**config.mk**
```make
export PLATFORM = sky130hd
export DESIGN_NAME = pcs_40g_rx_am_lock
export DESIGN_NICKNAME = d
export VERILOG_FILES = /design/src/rtl/pcs_40g_pkg.sv /design/src/rtl/am_bip3_acc.sv /design/src/rtl/pcs_40g_rx_am_lock.sv
export SDC_FILE = /design/constraint.sdc
export NUM_CORES = 1
export LEC_CHECK = 0
export ABC_CLOCK_PERIOD_IN_PS = 3680
export CORE_UTILIZATION = 40
export CTS_CLUSTER_DIAMETER = 30
export CTS_CLUSTER_SIZE = 14
export DETAILED_ROUTE_END_ITERATION = 6
export GPL_TIMING_DRIVEN = 0
export HOLD_SLACK_MARGIN = 0.06
export PLACE_DENSITY = 0.68
export SLEW_MARGIN = 20
export SYNTH_ARGS = -nofsm -noshare
export SYNTH_HDL_FRONTEND = slang
export SYNTH_SLANG_ARGS = --single-unit
```
**constraint.sdc**
```tcl
create_clock -name clk -period 3.68 [get_ports clk]
set_clock_uncertainty 0.05 [all_clocks]
set_input_delay 0.736 -clock clk [delete_from_list [all_inputs] [get_ports clk]]
set_output_delay 0.736 -clock clk [all_outputs]
set_load 0.1 [all_outputs]
```
**src/rtl/pcs_40g_pkg.sv**
```systemverilog
// Shared constants for the 40GBASE-R receive PCS: lane alignment-marker
// codes, the control sync header, the lock FSM states and the per-block
// BIP3 contribution.
package pcs_40g_pkg;

  localparam int LANE_N = 4;

  localparam logic [1:0] AM_HEAD = 2'b10;

  // Marker bytes M0..M2 per PCS lane.
  localparam logic [7:0] AM_M0 [LANE_N] = '{8'h90, 8'hF0, 8'hC5, 8'hA2};
  localparam logic [7:0] AM_M1 [LANE_N] = '{8'h76, 8'hC4, 8'h65, 8'h79};
  localparam logic [7:0] AM_M2 [LANE_N] = '{8'h47, 8'hE6, 8'h9B, 8'h3D};

  typedef enum logic [1:0] {
    FIND_1ST = 2'd0,
    WAIT_2ND = 2'd1,
    LOCKED   = 2'd2
  } am_state_t;

  // BIP3 contribution of one 66b block. Payload bit j sits at 66b position
  // j+2, so BIP bit k folds payload bits k, k+8, ... (a bytewise XOR).
  // The two sync header bits land in BIP bits 3 and 4.
  function automatic logic [7:0] bip3_calc(input logic [1:0]  head,
                                           input logic [63:0] data);
    logic [7:0] b;
    b = '0;
    for (int n = 0; n < 8; n++) begin
      b = b ^ data[8*n +: 8];
    end
    b[3] = b[3] ^ head[0];
    b[4] = b[4] ^ head[1];
    return b;
  endfunction

endpackage

```
**src/rtl/am_bip3_acc.sv**
```systemverilog
// Running BIP3 over one alignment-marker period. The output holds the parity
// of every valid block seen since (and including) the last restart block.
module am_bip3_acc
  import pcs_40g_pkg::*;
(
  input  logic        clk,
  input  logic        nreset,
  input  logic        valid,
  input  logic        restart,
  input  logic [1:0]  head,
  input  logic [63:0] data,
  output logic [7:0]  bip
);

  logic [7:0] bip_reg;
  logic [7:0] blk_bip;

  assign blk_bip = bip3_calc(head, data);
  assign bip     = bip_reg;

  // Reload with the marker's own parity on restart, otherwise fold in.
  always_ff @(posedge clk) begin
    if (!nreset) begin
      bip_reg <= '0;
    end else if (valid) begin
      bip_reg <= restart ? blk_bip : (bip_reg ^ blk_bip);
    end
  end

endmodule

```
**src/rtl/pcs_40g_rx_am_lock.sv**
```systemverilog
// Per-lane alignment-marker lock for the 40GBASE-R receive PCS. Finds the
// periodic marker, learns the PCS lane number, tracks lock with a bad-marker
// counter, tags marker blocks for removal and checks BIP3 per period.
// The block datapath is a single register stage; all flags line up with it.
module pcs_40g_rx_am_lock
  import pcs_40g_pkg::*;
#(
  parameter int AM_GAP    = 16383,
  parameter int CNT_W     = $clog2(AM_GAP + 1),
  parameter int INVLD_MAX = 4
) (
  input  logic        clk,
  input  logic        nreset,
  input  logic        block_lock_i,
  input  logic        valid_i,
  input  logic [1:0]  head_i,
  input  logic [63:0] data_i,
  output logic        valid_o,
  output logic [1:0]  head_o,
  output logic [63:0] data_o,
  output logic        am_v_o,
  output logic        am_lock_o,
  output logic [1:0]  lane_id_o,
  output logic        bip_err_o
);

  localparam int INV_W = $clog2(INVLD_MAX + 1);

  am_state_t          state_reg;
  logic [CNT_W-1:0]   cnt_reg;
  logic [INV_W-1:0]   invld_reg;
  logic [1:0]         lane_tmp_reg;

  logic [LANE_N-1:0]  lane_match;
  logic               compl_ok;
  logic               match_any;
  logic [1:0]         match_id;
  logic               at_slot;
  logic               am_pos;
  logic [7:0]         bip_acc;
  logic               bip_mis;

  // Bytes 4..6 must be the inverse of bytes 0..2 for any lane's marker.
  assign compl_ok = (head_i == AM_HEAD) && (data_i[55:32] == ~data_i[23:0]);

  generate
    for (genvar gi = 0; gi < LANE_N; gi++) begin : g_match
      assign lane_match[gi] = compl_ok &&
                              (data_i[7:0]   == AM_M0[gi]) &&
                              (data_i[15:8]  == AM_M1[gi]) &&
                              (data_i[23:16] == AM_M2[gi]);
    end
  endgenerate

  assign match_any = |lane_match;

  // Marker codes are distinct, so at most one lane can match.
  always_comb begin
    match_id = '0;
    for (int i = 0; i < LANE_N; i++) begin
      if (lane_match[i]) match_id = 2'(i);
    end
  end

  // While searching any marker starts a period; otherwise only the slot does.
  assign at_slot = (cnt_reg == CNT_W'(AM_GAP));
  assign am_pos  = (state_reg == FIND_1ST) ? match_any : at_slot;
  assign bip_mis = (bip_acc != data_i[31:24]);

  am_bip3_acc u_bip3 (
    .clk     (clk),
    .nreset  (nreset),
    .valid   (valid_i),
    .restart (am_pos && block_lock_i),
    .head    (head_i),
    .data    (data_i),
    .bip     (bip_acc)
  );

  // Lock FSM, block counter and the registered output stage.
  always_ff @(posedge clk) begin
    if (!nreset) begin
      state_reg    <= FIND_1ST;
      cnt_reg      <= '0;
      invld_reg    <= '0;
      lane_tmp_reg <= '0;
      valid_o      <= 1'b0;
      head_o       <= '0;
      data_o       <= '0;
      am_v_o       <= 1'b0;
      am_lock_o    <= 1'b0;
      lane_id_o    <= '0;
      bip_err_o    <= 1'b0;
    end else begin
      valid_o   <= valid_i;
      head_o    <= head_i;
      data_o    <= data_i;
      am_v_o    <= 1'b0;
      bip_err_o <= 1'b0;
      if (!block_lock_i) begin
        state_reg <= FIND_1ST;
        am_lock_o <= 1'b0;
        invld_reg <= '0;
      end else if (valid_i) begin
        cnt_reg <= am_pos ? '0 : cnt_reg + CNT_W'(1);
        case (state_reg)
          FIND_1ST: begin
            if (match_any) begin
              lane_tmp_reg <= match_id;
              am_v_o       <= 1'b1;
              state_reg    <= WAIT_2ND;
            end
          end
          WAIT_2ND: begin
            if (at_slot) begin
              bip_err_o <= bip_mis;
              if (match_any && (match_id == lane_tmp_reg)) begin
                am_lock_o <= 1'b1;
                lane_id_o <= lane_tmp_reg;
                am_v_o    <= 1'b1;
                state_reg <= LOCKED;
              end else begin
                state_reg <= FIND_1ST;
              end
            end
          end
          LOCKED: begin
            if (at_slot) begin
              // Position is trusted while locked, so the slot is always a marker.
              bip_err_o <= bip_mis;
              am_v_o    <= 1'b1;
              if (match_any && (match_id == lane_id_o)) begin
                invld_reg <= '0;
              end else if (invld_reg == INV_W'(INVLD_MAX - 1)) begin
                am_lock_o <= 1'b0;
                invld_reg <= '0;
                state_reg <= FIND_1ST;
              end else begin
                invld_reg <= invld_reg + INV_W'(1);
              end
            end
          end
          default: state_reg <= FIND_1ST;
        endcase
      end
    end
  end

endmodule
```
==> metrics <==
# Post-CTS Setup Buffers=0; hold crit path type=flip-flop to flip-flop; maximum number of pins on one net before global-route repair=16; num ports=around 140; final net count=roughly 710; Netlist cell types=60; synthesized area=roughly 4600 sq um; Post-synth EDFFs=0; actual slew at the worst max-slew pin=between 1 and 1.5 ns; final setup TNS=0 ns; sequential-to-total area share from yosys stat=0.4396; cell internal power dissipation=slightly above 0.002 W; final hold vios=0; initial antenna violation count=0; CTS Root Buffer Type=clkbuf_16; Worst-Skew Late Latency=~0.35 ns; DR pass1 iterations=4; DR DRC count=0; diodes inserted=0; cts bufs inserted=9; Post-DRT Antenna Nets=0; DP HPWL=just over 10,000 microns; Area Overhead vs Synth=41.46%; post-DR vias/cell=just over 5; Initial Util=0.4170; number of global-route vias before repair=3,899; CP arrival=between 3 and 4 ns; WHS Path Cells=2; Clock Power Share=0.336; relative slew slack=0.3295; layout cell share with drive strength beyond 1=0.04859; CTS tree=done; wirelength, routed=between 10,000 and 15,000 microns; Top FF cell, synth=dfxtp_1; cell taking the most area after synthesis=dfxtp_1; Synth top area share=0.4396; maximum vdd drop=264.0 uV; Crit. End Element=flip-flop; Switching Share=0.3161; # port buffers=between 100 and 150; period utilisation layout=0.9622; top cells by count, synth=dfxtp_1, and2_1, xnor2_1, nand2_1, xor2_1; vias=roughly 4k; Ys Warns=0; Die Footprint=11,930 sq um; worst-path maximum fanout=5; WP data required=3.88 ns; Hold Worst Slack=0.3856 ns; Routed WL per cell=about 17 microns; Leak Pwr=2.327 nW; RePlAce Congestion=about 0.84; max FFs per register=64; Async SR Flop Fraction=0; syn nets=557; synthesis-stage register bit count=101; status=finished clean; RSZ-0062 raised after global routing=false; Comb pwr share=0.265; Synth area leaders=dfxtp_1, xnor2_1, and2_1; # rows=38; first-pass GRT wire length=between 20,000 and 25,000 microns; Die Width=around 110 microns; Die Ht=between 100 and 150 microns; worst-case reg-to-reg path depth=7; Hold Buf Count CTS=0; Resized Gates After CTS=0; final worst path period need=3.541 ns; Setup crit start kind=input pin; Iter 0 DRT Violations=around 190; clock transition at the registers of the reported paths=0.06 ns; core area=11,030 sq um; Post-DP Area=6186 sq um; Crit Path Category=input pin to flip-flop; final slew viol count=0; CTS Sinks=about 100; total grt overflow=0; Final Cell Area=6506 sq um; Longest Clk Path Bufs=2; Syn Inst Count=between 400 and 500; MaxCap Viol Count=0; Total GRT Usage=0.2275; f_max=approximately 280 MHz; count leader, synth=dfxtp_1; pwr/cell area=between 400 and 500 nW/um^2; H-tree Lvls=3; switching pwr=around 0.00094 W; Flop pwr share=0.399; Syn Area/Cell=around 9.6 sq um; Finish-stage setup viols=0
==> placed cells by master (no fill, tap or decap), types with 2 or more instances in the layout <==
| cell type | netlist | final |
|---|---|---|
| clkdlybuf4s50_1 | 0 | 141 |
| dfxtp_1 | 101 | 101 |
| and2_1 | 70 | 70 |
| xnor2_1 | 59 | 59 |
| nand2_1 | 36 | 36 |
| xor2_1 | 22 | 22 |
| nor2_1 | 20 | 20 |
| nand3_1 | 18 | 18 |
| clkbuf_1 | 13 | 16 |
| nand4_1 | 16 | 16 |
| o21ai_0 | 15 | 15 |
| clkbuf_16 | 0 | 9 |
| nor4_1 | 8 | 8 |
| mux2i_1 | 8 | 8 |
| nor3_1 | 7 | 7 |
| inv_1 | 6 | 6 |
| ha_1 | 6 | 6 |
| nor2b_1 | 4 | 4 |
| nor3b_1 | 4 | 4 |
| nand2b_1 | 4 | 4 |
| a31oi_1 | 4 | 4 |
| or4_1 | 3 | 3 |
| nand4b_1 | 3 | 3 |
| a21boi_0 | 3 | 3 |
| a21oi_1 | 3 | 3 |
| or3b_1 | 2 | 2 |
| or2_2 | 2 | 2 |
| nor4bb_1 | 2 | 2 |
| and4b_1 | 2 | 2 |
| or4_4 | 2 | 2 |
| nor4b_1 | 2 | 2 |
| a2111o_1 | 2 | 2 |
| a21o_1 | 2 | 2 |
| a211oi_1 | 2 | 2 |
| and3_1 | 2 | 2 |
| bufinv_16 | 0 | 2 |
==> power by group through the flow <==
| stage | Sequential (W) | Combinational (W) | Clock (W) |
|---|---|---|---|
| after floorplan | 0.00149 | 0.000253 | 0 |
| after global placement | 0.00120 | 0.000774 | 0 |
| after detailed placement | 0.00121 | 0.000780 | 0 |
| after CTS | 0.00118 | 0.000785 | 0.00101 |
| after global routing | 0.00119 | 0.000822 | 0.00106 |
| final | 0.00118 | 0.000785 | 0.000994 |
==> critical path: stages <==
cell	delay, ns
clkdlybuf4s50_1	0.65
xnor2_1	0.18
or4_1	0.54
nor4_1	0.31
nand4_1	0.26
a2111o_1	0.49
a21o_1	0.24
a2111oi_4	0.34
==> layer usage <==
layer,track usage,share of wire
met1,0.2875,0.43
met2,0.3805,0.47
met3,0.04603,0.074
met4,0.08571,0.018
met5,0,0
==> through the flow <==
stage	power (W)	setup slack [ns]	std cells	util
final	0.002961	0.1391	778	0.5898
after global routing	0.003068	0.01960	778	0.5898
after CTS	0.002979	0.1372	778	0.5888
after detailed placement	0.001987	-0.1808	762	0.5608
after global placement	0.001978	-0.1499	762	0.5608
after floorplan	0.001741	0.6758	481	-
==> worst paths after layout <==
| kind | startpoint | end | slack [ns] |
|---|---|---|---|
| worst min register to register | invld_reg[2] | invld_reg[2] | 0.39 |
| worst max register to register | cnt_reg[5] | lane_id_o[1] | 0.94 |
| worst min-delay path | invld_reg[2] | invld_reg[2] | 0.39 |
| worst max-delay path | data_i[11] | am_v_o | 0.14 |
==> kinds of logic (layout without fill, tap and decap cells) <==
logic type	after synthesis	in the layout	share of synthesized area
xor+xnor	81	81	0.1542
mux	8	8	0.01741
buf+inv	20	177	0.01659
simple gates	215	215	0.2750
compound gates	50	50	0.08080
flops	101	101	0.4396
fa+ha+maj	6	6	0.01632
==> layout make-up <==
type                    instances  area, sq um
plain buffers                  14        53.80
clock buffers                  12        236.5
clock inverters                 4        72.57
fillers                      1008         4524
inverters                       6        22.52
multi-input cells             360         2512
flip-flops and latches        101         2022
well taps                     140        175.2
repair buffers                141         1411
Power figures use the tool's default switching activity.
